`config.mk`:
```
export PLATFORM = sky130hd
export DESIGN_NAME = modmul
export DESIGN_NICKNAME = d
export VERILOG_FILES = /design/src/rtl/modmul.sv
export SDC_FILE = /design/constraint.sdc
export NUM_CORES = 1
export LEC_CHECK = 0
export ABC_AREA = 1
export CORE_ASPECT_RATIO = 0.8
export CORE_MARGIN = 4
export CORE_UTILIZATION = 45
export DETAILED_ROUTE_END_ITERATION = 16
export RECOVER_POWER = 25
export SETUP_SLACK_MARGIN = 0.05
export SLEW_MARGIN = 30
export SYNTH_ARGS = -nofsm -noshare
export SYNTH_HDL_FRONTEND = slang
export SYNTH_SLANG_ARGS = --single-unit
```
`constraint.sdc`:
```
create_clock -name vclk -period 30
set_clock_uncertainty 0.15 [all_clocks]
set_input_delay 9 -clock vclk [all_inputs]
set_output_delay 9 -clock vclk [all_outputs]
set_load 0.02 [all_outputs]
```
`src/rtl/modmul.sv`:
```
// Modular multiplier over GF(29): m = (a*b) mod 29 using MSB-first interleaved reduction.
// Define MODMUL_REG_EN to register m on clk with a synchronous active-high reset.
module modmul (
   input  logic       clk,
   input  logic       reset,
   input  logic [4:0] a,
   input  logic [4:0] b,
   output logic [4:0] m
);

   localparam logic [6:0] MODULUS    = 7'd29;
   localparam logic [6:0] MODULUS_X2 = 7'd58;

   logic [6:0] a_red;
   logic [6:0] r_acc;
   logic [6:0] t_stage;
   logic [4:0] m_comb;
   logic       unused_bits;

   // Each stage keeps r in 0..28, so 2*r + a' never exceeds 84 and fits in 7 bits.
   always_comb begin
      a_red   = ({2'b00, a} >= MODULUS) ? ({2'b00, a} - MODULUS) : {2'b00, a};
      r_acc   = '0;
      t_stage = '0;
      for (int i = 4; i >= 0; i--) begin
         t_stage = {r_acc[5:0], 1'b0} + (b[i] ? a_red : 7'd0);
         if (t_stage >= MODULUS_X2) t_stage = t_stage - MODULUS_X2;
         if (t_stage >= MODULUS)    t_stage = t_stage - MODULUS;
         r_acc = t_stage;
      end
      m_comb = r_acc[4:0];
   end

   // Upper bits of r are provably zero; clk/reset are idle in the combinational build.
   assign unused_bits = ^{clk, reset, r_acc[6:5]};

`ifdef MODMUL_REG_EN
   always_ff @(posedge clk) begin
      if (reset) m <= '0;
      else       m <= m_comb;
   end
`else
   assign m = m_comb;
`endif

endmodule

```
== Word-level counts from Yosys, hierarchy flattened ==
Index checks and enable logic that the tools add are counted.
Storage, ports and cells
  register bits: 0
  bits in latches: 0
  RAM bits: 0
  bits in read-only memories: 0
  word-level logic and storage cells: 42
  memories: 0
Operators by class
  $add $sub $neg: 15
  $mul: 0
  divide/modulo/power cells: 0
  magnitude comparators: 11
  eq/ne operators: 0
  shift-type cells: 0
  mux-type cells: 16
  bitwise logic cells: 0
  reductions and logical operators: 0
Operator list (count)
  two-way mux 7 bit: 11
  greater-or-equal comparator 7 x 5 -> 1 bit, second input constant: 5
  greater-or-equal comparator 7 x 6 -> 1 bit, second input constant: 5
  subtractor 7 x 6 -> 7 bit, second input constant: 5
  adder 7 bit: 4
  two-way mux 6 bit: 4
  subtractor 6 x 5 -> 6 bit, second input constant: 4
  subtractor 5 x 5 -> 6 bit, second input constant: 1
  greater-or-equal comparator 5 bit, second input constant: 1
  two-way mux 5 bit: 1
  subtractor 5 bit, second input constant: 1

== Logic depth before layout (Yosys ltp) ==
Gate-level depths: netlist of run 1.
  depth in word-level cells: 27
  depth in mapped cells: 93

== Worst setup path after synthesis of run 1 ==
No wires, ideal clock.
  path type: input-to-output
  start: input port a[1]
  end: output port m[2]
  arrival time: 19.743 ns
  slack: 1.107 ns
  stages on the path: 81
  path through: inv_1 -> ha_1 -> inv_1 -> nand2_1 -> nand2_2 -> nand2_2 -> nand3_1 -> ha_1 -> nand4_1 -> nand2_1 -> inv_1 -> nand3_1 -> nand2_1 -> xnor2_1 -> ha_1 -> fa_1 -> a21oi_1 -> o21ai_0 -> [... 45 more ...] -> ha_1 -> a21oi_1 -> inv_1 -> a31oi_1 -> or2_2 -> nand2_1 -> a21oi_1 -> xor2_1 -> inv_1 -> nand3_2 -> nand3_4 -> nand2_1 -> nand2_2 -> nor2_4 -> nand3_4 -> nand2_2 -> nand2_1 -> nand2_1
On the way
  longest elaborated chain between the ends: 27
  elaborated cells on any way between the ends: 42
  those cells by class: add/sub (15); order compare (11); mux (16)
RTL lines
  start, declared: line 6  | input logic [4:0] a,
  subtractor 5 x 5 -> 6 bit or greater-or-equal comparator 5 bit (tied branches): line 22  | a_red = ({2'b00, a} >= MODULUS) ? ({2'b00, a} - MODULUS) : {2'b00, a};
  two-way mux 7 bit (*): line 22
  two-way mux 7 bit: line 26  | t_stage = {r_acc[5:0], 1'b0} + (b[i] ? a_red : 7'd0);
  subtractor 7 x 6 -> 7 bit or greater-or-equal comparator 7 x 6 -> 1 bit (tied branches): line 27  | if (t_stage >= MODULUS_X2) t_stage = t_stage - MODULUS_X2;
  two-way mux 7 bit: line 27
  subtractor 6 x 5 -> 6 bit or greater-or-equal comparator 7 x 5 -> 1 bit (tied branches): line 28  | if (t_stage >= MODULUS) t_stage = t_stage - MODULUS;
  two-way mux 6 bit: line 28
  adder 7 bit: line 26
  [... 11 more ...]
  two-way mux 7 bit: line 27
  subtractor 6 x 5 -> 6 bit or greater-or-equal comparator 7 x 5 -> 1 bit (tied branches): line 28
  two-way mux 6 bit: line 28
  adder 7 bit (*): line 26
  subtractor 7 x 6 -> 7 bit or greater-or-equal comparator 7 x 6 -> 1 bit (tied branches): line 27
  two-way mux 7 bit (*): line 27
  greater-or-equal comparator 7 x 5 -> 1 bit or subtractor 5 bit (tied branches): line 28
  two-way mux 5 bit (*): line 28
  end, declared: line 8  | output logic [4:0] m
Mark *: on every way between the ends. The rest lies on a longest branch, timed or not.

== Worst setup path after layout of run 1 ==
  start: input port a[4]
  end: output port m[1]
On the way
  longest elaborated chain between the ends: 27
  elaborated cells on any way between the ends: 42
  those cells by class: add/sub (15); order compare (11); mux (16)
RTL lines (line)
  subtractor 5 x 5 -> 6 bit or greater-or-equal comparator 5 bit (tied branches): 22
  two-way mux 7 bit (*): 22
  two-way mux 7 bit: 26
  subtractor 7 x 6 -> 7 bit or greater-or-equal comparator 7 x 6 -> 1 bit (tied branches): 27
  two-way mux 7 bit: 27
  subtractor 6 x 5 -> 6 bit or greater-or-equal comparator 7 x 5 -> 1 bit (tied branches): 28
  two-way mux 6 bit: 28
  adder 7 bit: 26
  [... 11 more ...]
  two-way mux 7 bit: 27
  subtractor 6 x 5 -> 6 bit or greater-or-equal comparator 7 x 5 -> 1 bit (tied branches): 28
  two-way mux 6 bit: 28
  adder 7 bit (*): 26
  subtractor 7 x 6 -> 7 bit or greater-or-equal comparator 7 x 6 -> 1 bit (tied branches): 27
  two-way mux 7 bit (*): 27
  greater-or-equal comparator 7 x 5 -> 1 bit or subtractor 5 bit (tied branches): 28
  two-way mux 5 bit (*): 28
Marks and branches as above.

==> results of run 1 <==
[worst max-delay path, delay by kind of cell]
kind / cells / cell delay [ns]
simple gates: 52 / 5.27
compound gates: 13 / 2.11
xor+xnor: 6 / 1.06
fa+ha+maj: 5 / 1.28
buf+inv: 11 / 1.41
[final timing paths]
path	start	endpoint	slack (ns)	cells past startpoint
worst max-delay path	a[4]	m[1]	0.70	87
worst min-delay path	b[0]	m[0]	18.83	6
[layout make-up]
type | count | area, um^2 | share of cell area, %
inverters | 75 | 281.5 | 6.728
multi-input cells | 396 | 2868 | 68.54
well taps | 81 | 101.3 | 2.422
repair buffers | 120 | 933.4 | 22.31
[per-stage QoR]
step / setup TNS, ns / cell area (um^2) / util, % / std cells
3_3_place_gp: -0.1550 / 3690 / 62.08 / 656
6_report: 0 / 4184 / 70.40 / 672
3_5_place_dp: -1.273 / 3690 / 62.08 / 656
5_1_grt: -0.5155 / 4184 / 70.40 / 672
4_1_cts: 0 / 3692 / 62.13 / 656
2_1_floorplan: 0 / 2775 / - / 472
[cell usage in the layout (no fill, tap or decap), drive strengths merged]
cell / instances
a21boi: 1
a21oi: 15
nand3: 59
clkdlybuf4s50: 8
nand4: 22
and2: 1
fa: 4
o21ai: 16
ha: 31
o21bai: 1
buf: 108
xor2: 21
o31ai: 2
inv: 75
a211oi: 1
a31oi: 3
clkbuf: 2
or2: 7
nand2: 145
nor2: 49
a22oi: 1
xnor2: 12
dlymetal6s2s: 2
nor3: 5
[cell usage after synthesis, drive strengths merged]
library cell	n
inv	75
a211oi	1
ha	31
o21ai	16
o31ai	2
a31oi	3
xnor2	12
a22oi	1
nor2	49
nor3	5
o21bai	1
a21oi	15
xor2	21
buf	1
nand4	22
and2	1
or2	7
a21boi	1
fa	4
nand2	145
nand3	59
[layer usage]
layer  up-vias  track usage, %
met4         0          0.2841
met2        35           31.64
met1      1491           28.92
li1       1778               -
met5         -               0
met3         2               0
[repair_timing]
action | in CTS | in global routing
cloned | 0 | 0
pin swaps | 0 | 58
setup endpoints to repair | 5 | 5
buffers inserted | 0 | 16
gates resized for setup | 10 | 96
[cells by family after synthesis]
logic type      share of synthesized area, %
simple gates                           54.24
buf+inv                                10.32
compound gates                         8.161
fa+ha+maj                              16.86
xor+xnor                               10.41
==> summary by stage, run 1 <==
Global route
The wire length of the first global-routing pass is approximately 12000 um. The number of antenna violations at the first check in global routing came to 0. The global route total overflow is 0.

The overall fraction of global-route tracks in use is 19.00%. Entering global routing, the biggest net connects 10 pins. The via count of the first global-routing pass came to 2918.

Detailed routing
Detailed routing placed a total of 3694 um of wire on met2. Detailed routing inserted a total of 3306 vias. After detailed routing, the number of vias per cell comes to just under 5. In the routed design, unresolved DRC markers number 0.

After detailed routing, the total wire length is 7604 um. After detailed routing, no signal wire sits above met4. The amount of wire on met3 after detailed routing is 188 um. The number of DRC markers in iteration 0 is 88. The wire length on met1 is 3709 um. The wire length per cell is 11.32 um.

Once detail routing completed, the nets flagged for antenna violations numbered 0. The number of optimization iterations in the first detailed-route pass is 4.

Placement
Port buffering added 15 buffers. The weighted congestion at the end of routability-driven global placement is between 0.8 and 0.9. Once detailed placement completed, the half-perimeter wirelength came to slightly below 6000 um. At the placement stage, the worst setup path has a slack of -0.2781 ns.

Floorplan
The die covers 7495 um^2. The die is about 78 um tall. In this run the standard cell core region covers 5943 um^2. The floorplan row count is 25. The die is 95.80 um wide. Pin placement for this block handled 17 I/O pins. The starting density of the core is 46.69%.

Timing
Based on the critical path, the design can be clocked at up to 34.13 MHz. Final hold analysis gives a worst-case slack of roughly 19 ns. In the finished design, the share of the clock period the worst path needs comes to a little over nine tenths.

The number of failing hold endpoints at the final stage is 0. The max-slew violation count is 0. After layout, the minimum clock period comes to approximately 29 ns. The relative max-transition margin is 74.32%. Setup violations remaining at the end of the flow were counted as 0. The worst path setup slack after routing is 0.7007 ns.

For the pin with the worst max-slew slack, the measured transition is between 0.3 and 0.4 ns.

Final layout
The post-route netlist has 38.92% of its cells at a drive strength greater than 1. The sequential cell count of the final layout is 0. After the last flow step, the layout net total stands at 640. The antenna diode count is 0. The filler cells instantiated in the layout total 514. The total area of sequential cells is 0 um^2.

The clock buffer count is 0. The area growth from synthesis to layout is 50.77%.

Job
The number of maximum-capacitance constraint violations is 0.

Critical path
The kind of end point of the critical path is an output pin. The data required time at the worst endpoint is 20.85 ns. In this design, the critical path's most frequently occurring cell is nand2_1. Among all stages on the critical path, the largest delay is contributed by clkdlybuf4s50_1. The longest individual stage delay on the worst path is 0.50 ns. The critical path in this run is classified as input pin to output pin.

Data arrives at the worst endpoint at approximately 20 ns. The highest fanout seen on the critical path is 8. STA classifies the critical path startpoint as an input pin.

Synthesis
After synthesis, the cell types taking the most area are nand2_1, ha_1, inv_1, nand3_1, xor2_1. The leading area contributor after synthesis is nand2_1. In this run, distinct cell masters in the synthesized netlist total 32. Averaged over all synthesized cells, the footprint is about 5.9 um^2. The number of cells produced by synthesis is roughly 470. The number of nets in the synthesized netlist is 519.

The Yosys warning count is 0. The synthesized area is roughly 2800 um^2. The portion of synthesized cell area occupied by the leading cell type is 16.37%.

The sequential-to-total area share from yosys stat is 0%.

Outcome
The run finished with clean final reports.

Clocking
After clock tree synthesis, the flow added hold-fix buffers numbering 0.

Hold path
The path class of the tightest hold or removal check is input pin to output pin.
Power of run 1 is not shown: default switching activity piles up to over one toggle a cycle in this logic, so the estimate is an artifact.
==> inputs of run 2 (changes only) <==
--- a/config.mk
+++ b/config.mk
@@ -8,10 +8,11 @@
 export ABC_AREA = 1
 export CORE_ASPECT_RATIO = 0.8
 export CORE_MARGIN = 4
-export CORE_UTILIZATION = 45
+export CORE_UTILIZATION = 55
 export DETAILED_ROUTE_END_ITERATION = 16
+export GPL_ROUTABILITY_DRIVEN = 0
+export PLACE_DENSITY = 0.75
 export RECOVER_POWER = 25
-export SETUP_SLACK_MARGIN = 0.05
 export SLEW_MARGIN = 30
 export SYNTH_ARGS = -nofsm -noshare
 export SYNTH_HDL_FRONTEND = slang
==> run 2 against run 1 <==
Compared with the run above:
- wire length grew 36%
- non-clock buffer count grew 1
- critical endpoint is now m[0]
- via count grew 15%
- final area shrank 0.60%
- maximum frequency shrank 2.2%
- flip-flop and latch count is the same
- critical path depth shrank 5
==> summary by stage, run 2 (synthesis gave the netlist of run 1 again) <==
Outcome
The run finished with clean final reports.

Placement
The cell count after placement came to 630 (-4.0%). The instance area at placement came to 3626 um^2 (-1.7%). The number of port buffers is 15 (unchanged). The estimated wirelength of the detail-placed design is 6236 um (+4.9%). The worst-case setup slack after placement was -0.5807 ns (-0.3025 ns).

Timing
The max-slew violation count is 0 (unchanged). The total of endpoints with negative setup slack in the final report is 0 (unchanged). The share of the cycle needed by the critical path after routing is 99.87% (+2.2 points). The number of failing hold endpoints at the final stage is 0 (unchanged). The worst path setup slack after routing was 0.03998 ns (-0.6608 ns). The relative max-transition margin is 73.06% (-1.3 points). The transition time of the tightest slew-check pin is 0.4026 ns (+0.01872 ns). The minimum period implied by the final worst setup slack was 29.96 ns (+0.6608 ns). The maximum clock rate is 33.38 MHz (-2.2%).

Detailed routing
The via count is 3803 (+15%). The post-detailed-routing wire length is 10370 um (+36%). The number of optimization iterations in the first detailed-route pass came to 5 (+1). The number of design rule violations left after detail routing is 0 (unchanged).

The number of vias per cell after detailed routing is 5.833 (+19%). The wire length per cell is 15.90 um (+41%). The number of DRC markers in iteration 0 was 320 (+260%). The number of nets with antenna violations after detailed routing is 0 (unchanged).

Global route
The via count of the first global-routing pass is 3198 (+9.6%). The maximum number of pins on one net before global-route repair is 10 (unchanged). The global route total overflow is 0 (unchanged). The number of antenna violations at the first check in global routing is 0 (unchanged). The wire length of the first global-routing pass is 12930 um (+5.0%).

The overall fraction of global-route tracks in use is 23.89% (+4.9 points).

Clocking
The hold buffer count at CTS came to 0 (unchanged).

Final layout
In the layout the commonest cells are nand2_1, buf_4, inv_1. The total area of sequential cells is 0 um^2 (unchanged). The most frequent standard cell in the layout excluding fill and tap cells is nand2_1.

The antenna diode count is 0 (unchanged). The summed area of non-filler cells in the final layout was 4159 um^2 (-0.60%). The utilization after layout is 87.84% (+17 points). The proportion of layout cells with a drive suffix above 1 is 38.51% (-0.40 points).

The count of placed standard cells in the final layout, fillers left out is 652 (-3.0%). The count of fill cells added during filler insertion was 230 (-55%). The sequential cell count of the final layout was 0 (unchanged).

The area added between synthesis and finish is 49.86%. The number of nets in the layout is 641 (+0.16%). The clock buffer count is 0 (unchanged).

Critical path
The most used cell along the critical path is nand2_1. The arrival time reported for the critical path endpoint is 20.81 ns (+0.66 ns). The data required time at the worst endpoint is 20.85 ns (about the same).

The highest-delay cell along the critical path is clkdlybuf4s50_1. The highest fanout seen on the critical path is 7 (-1). The class of the most critical setup path is input pin to output pin. The startpoint type of the worst setup path is an input pin. The longest individual stage delay on the worst path is 0.48 ns (-0.02 ns). The kind of end point of the critical path is an output pin.

Floorplan
The starting density of the core is 58.62% (+12 points). The floorplan row count was 22 (-12%). The height of the die came to 71.54 um (-8.6%).

The die width is 87.42 um (-8.8%). The total core area came to 4735 um^2 (-20%). The count of pins on the block boundary is 17 (unchanged). The die area is 6253 um^2 (-17%).

Job
The number of maximum-capacitance constraint violations is 0 (unchanged).

Hold path
The worst hold path belongs to the class input pin to output pin.
[run 2: cell types whose count changed in the layout (fill, tap and decap cells not counted), moves of 3 or more]
| cell | change |
|---|---|
| nand3_2 | +3 |
| nand2_2 | -4 |
| nand3_1 | -4 |
| nand2_1 | +4 |
[run 2: critical path: cells and delay by family]
family          cells  cell delay [ns]
buf+inv            13             1.78
xor+xnor            7             1.30
simple gates       47             5.45
compound gates      9             1.51
fa+ha+maj           6             1.78
[run 2: area by class of cell]
class                      count  area [um^2]  share of cell area [%]
inverter                      75        281.5                   6.769
tap                           60        75.07                   1.805
timing repair buffer         121        939.7                   22.59
multi-input combinational    396         2863                   68.83
[run 2: worst paths after layout]
check                 startpoint  endpoint  cells past startpoint
worst max-delay path        a[2]      m[0]                     82
worst min-delay path        b[0]      m[0]                      6
[run 2: what timing repair did]
item                                    CTS  global route
gates resized for setup                  20            85
setup buffers                             1            21
pin swaps                                 1            44
endpoints found under the setup margin    5             5
[run 2: stage by stage]
| stage | setup TNS [ns] | hold WS, ns |
|---|---|---|
| after floorplan | 0 | 18.24 |
| after global placement | -0.1927 | 19.18 |
| after detailed placement | -2.801 | 19.19 |
| after CTS | 0 | 18.91 |
| after global routing | -3.265 | 18.90 |
| final | 0 | 18.86 |
[run 2: routing by layer]
layer	global-route usage [%]	vias up	part of all wire [%]
li1	-	1782	-
met1	31.92	1713	39
met2	43.56	233	49
met3	0.6897	75	7.4
met4	3.066	0	4.9
met5	0	-	0
Power of run 2 is left out for the same reason.
==> inputs of run 3 (changes only) <==
--- a/config.mk
+++ b/config.mk
@@ -13,6 +13,7 @@
 export GPL_ROUTABILITY_DRIVEN = 0
 export PLACE_DENSITY = 0.75
 export RECOVER_POWER = 25
+export SETUP_SLACK_MARGIN = 0.02
 export SLEW_MARGIN = 30
 export SYNTH_ARGS = -nofsm -noshare
 export SYNTH_HDL_FRONTEND = slang
==> run 3 against run 2 <==
Compared with the run above:
- the flow now finishes with violations (setup timing)
- non-clock buffer count rose by 1
- worst hold slack better by 0.036 ns
- final cell count grew 0.15%
- sequential share of layout area unchanged
- maximum frequency down 0.43%
- first-iteration DRC count rose by 65%
- critical path type unchanged
- highest routed layer unchanged
==> summary by stage, run 3 (synthesis gave the netlist of run 1 again) <==
Final layout
From synthesis to final layout, the design area changed by 50.68%. The combined area of the multi-input logic cells is 2878 um^2 (+0.52%). The antenna diode count came to 0 (unchanged).

The proportion of layout cells with a drive suffix above 1 was 39.12% (+0.61 points). The sequential cell count of the final layout is 0 (unchanged). The total area of sequential cells is 0 um^2 (unchanged). The clock buffer count is 0 (unchanged). The count of fill cells added during filler insertion is 231 (+0.43%). The number of nets in the layout is 642 (+0.16%). Leaving out fill and tap cells, the most frequent cell in the layout is nand2_1. Leaving out fill and tap cells, the most frequent cells in the layout are nand2_1, buf_4, inv_1.

Critical path
The data required time at the worst endpoint is 20.85 ns (about the same). The worst path buffer plus inverter count is 15 (+2). The class of the most critical setup path is input pin to output pin.

The highest fanout seen on the critical path is 7 (unchanged). The path length in cells of the critical path is 84 (+2.4%). The highest-delay cell along the critical path is clkdlybuf4s50_1. The most used cell along the critical path is nand2_1.

STA classifies the critical path startpoint as an input pin. The arrival time reported for the critical path endpoint came to 20.94 ns (+0.13 ns). In this design, the largest share of critical-path delay is due to simple AND/OR/NAND/NOR gates.

STA classifies the critical path endpoint as an output pin. The beginning of the critical path is a[2]. The longest individual stage delay on the worst path came to 0.48 ns (about the same). The critical path ends at m[1].

Outcome
The checks that failed: setup timing. The run finished, with violations left.

Detailed routing
The number of design rule violations left after detail routing is 0 (unchanged). The post-detailed-routing wire length is 10650 um (+2.7%). The number of DRC markers in iteration 0 is 527 (+65%). The via count is 3894 (+2.4%). The number of nets with antenna violations after detailed routing was 0 (unchanged).

The wire length per cell is 16.30 um (+2.5%). The number of vias per cell after detailed routing is 5.963 (+2.2%). The number of optimization iterations in the first detailed-route pass is 6 (+1).

Global route
The global route total overflow was 0 (unchanged). The maximum number of pins on one net before global-route repair was 10 (unchanged). The wire length of the first global-routing pass is 12930 um (unchanged). The overall fraction of global-route tracks in use came to 23.89% (unchanged). The via count of the first global-routing pass came to 3198 (unchanged).

The number of antenna violations at the first check in global routing is 0 (unchanged).

Clocking
The hold buffer count at CTS is 0 (unchanged).

Floorplan
The height of the die was 71.54 um (unchanged). The die area was 6253 um^2 (unchanged). The total core area is 4735 um^2 (unchanged). The count of pins on the block boundary is 17 (unchanged). The floorplan row count is 22 (unchanged). The die width came to 87.42 um (unchanged). The starting density of the core was 58.62% (unchanged).

Timing
The maximum clock rate is 33.23 MHz (-0.43%). The total of endpoints with negative setup slack in the final report came to 5 (+5). The max-slew violation count is 0 (unchanged). The number of failing hold endpoints at the final stage is 0 (unchanged). The minimum period implied by the final worst setup slack came to 30.09 ns (+0.1290 ns). The share of the cycle needed by the critical path after routing is 100.3% (+0.43 points). The relative max-transition margin is 71.49% (-1.6 points). The transition time of the tightest slew-check pin was 0.4245 ns (+0.02189 ns). The worst path setup slack after routing is -0.08900 ns (-0.1290 ns). The total negative slack is -0.3328 ns (-0.3328 ns).

Placement
The estimated wirelength of the detail-placed design is 6236 um (unchanged). The number of port buffers came to 15 (unchanged).

Hold path
The startpoint identified for the worst hold timing path is b[0]. The class of the tightest hold or removal check is input pin to output pin.

Job
The number of maximum-capacitance constraint violations was 0 (unchanged).
-- run 3: cell types whose count changed in the layout (fill, tap and decap cells not counted) --
| cell | previous run | this run |
|---|---|---|
| ha_4 | 7 | 8 |
| inv_2 | 11 | 12 |
| ha_1 | 23 | 21 |
| buf_4 | 107 | 108 |
| ha_2 | 1 | 2 |
| inv_1 | 64 | 63 |
-- run 3: through the flow --
stage | instances | hold slack [ns] | utilization, % | instance area, um^2 | worst slack (ns)
2_1_floorplan | 472 | 18.24 | - | 2775 | 1.107
3_3_place_gp | 630 | 19.18 | 76.59 | 3626 | -0.05108
3_5_place_dp | 630 | 19.19 | 76.59 | 3626 | -0.5807
4_1_cts | 631 | 18.91 | 77.46 | 3667 | 0.02842
5_1_grt | 653 | 18.88 | 88.32 | 4182 | -0.7073
6_report | 653 | 18.89 | 88.32 | 4182 | -0.08900
-- run 3: cell type report --
cell class                 count  share of cell area [%]
tap                           60                   1.795
inverter                      75                   6.732
timing repair buffer         122                   22.65
multi-input combinational    396                   68.82
-- run 3: how the worst min path moves through the flow --
stage	cells after the start	end	slack (ns)
floorplan	4	m[0]	18.24
finish	6	m[0]	18.89
CTS	6	m[0]	18.91
global placement	6	m[0]	19.18
global route	6	m[0]	18.88
detailed placement	6	m[0]	19.19
-- run 3: timing repair --
item / in CTS / in global routing
setup endpoints to repair: 5 / 5
resized for setup: 20 / 88
buffers inserted: 1 / 22
pin swaps: 1 / 46
-- run 3: routing by layer --
metal,up-vias,routed length [um],track usage [%],share of wire (%)
met2,300,4994,43.56,47
met3,81,854,0.6897,8.0
met4,0,571,3.066,5.4
met5,-,0,0,0
met1,1735,4224,31.92,40
li1,1778,-,-,-
-- run 3: worst min-delay path: stages --
cell	delay [ns]
clkdlybuf4s50_1	0.39
inv_1	0.18
nor2_1	0.14
nand3_1	0.13
nand2_1	0.05
buf_2	0.15
Power of run 3 is left out for the same reason.
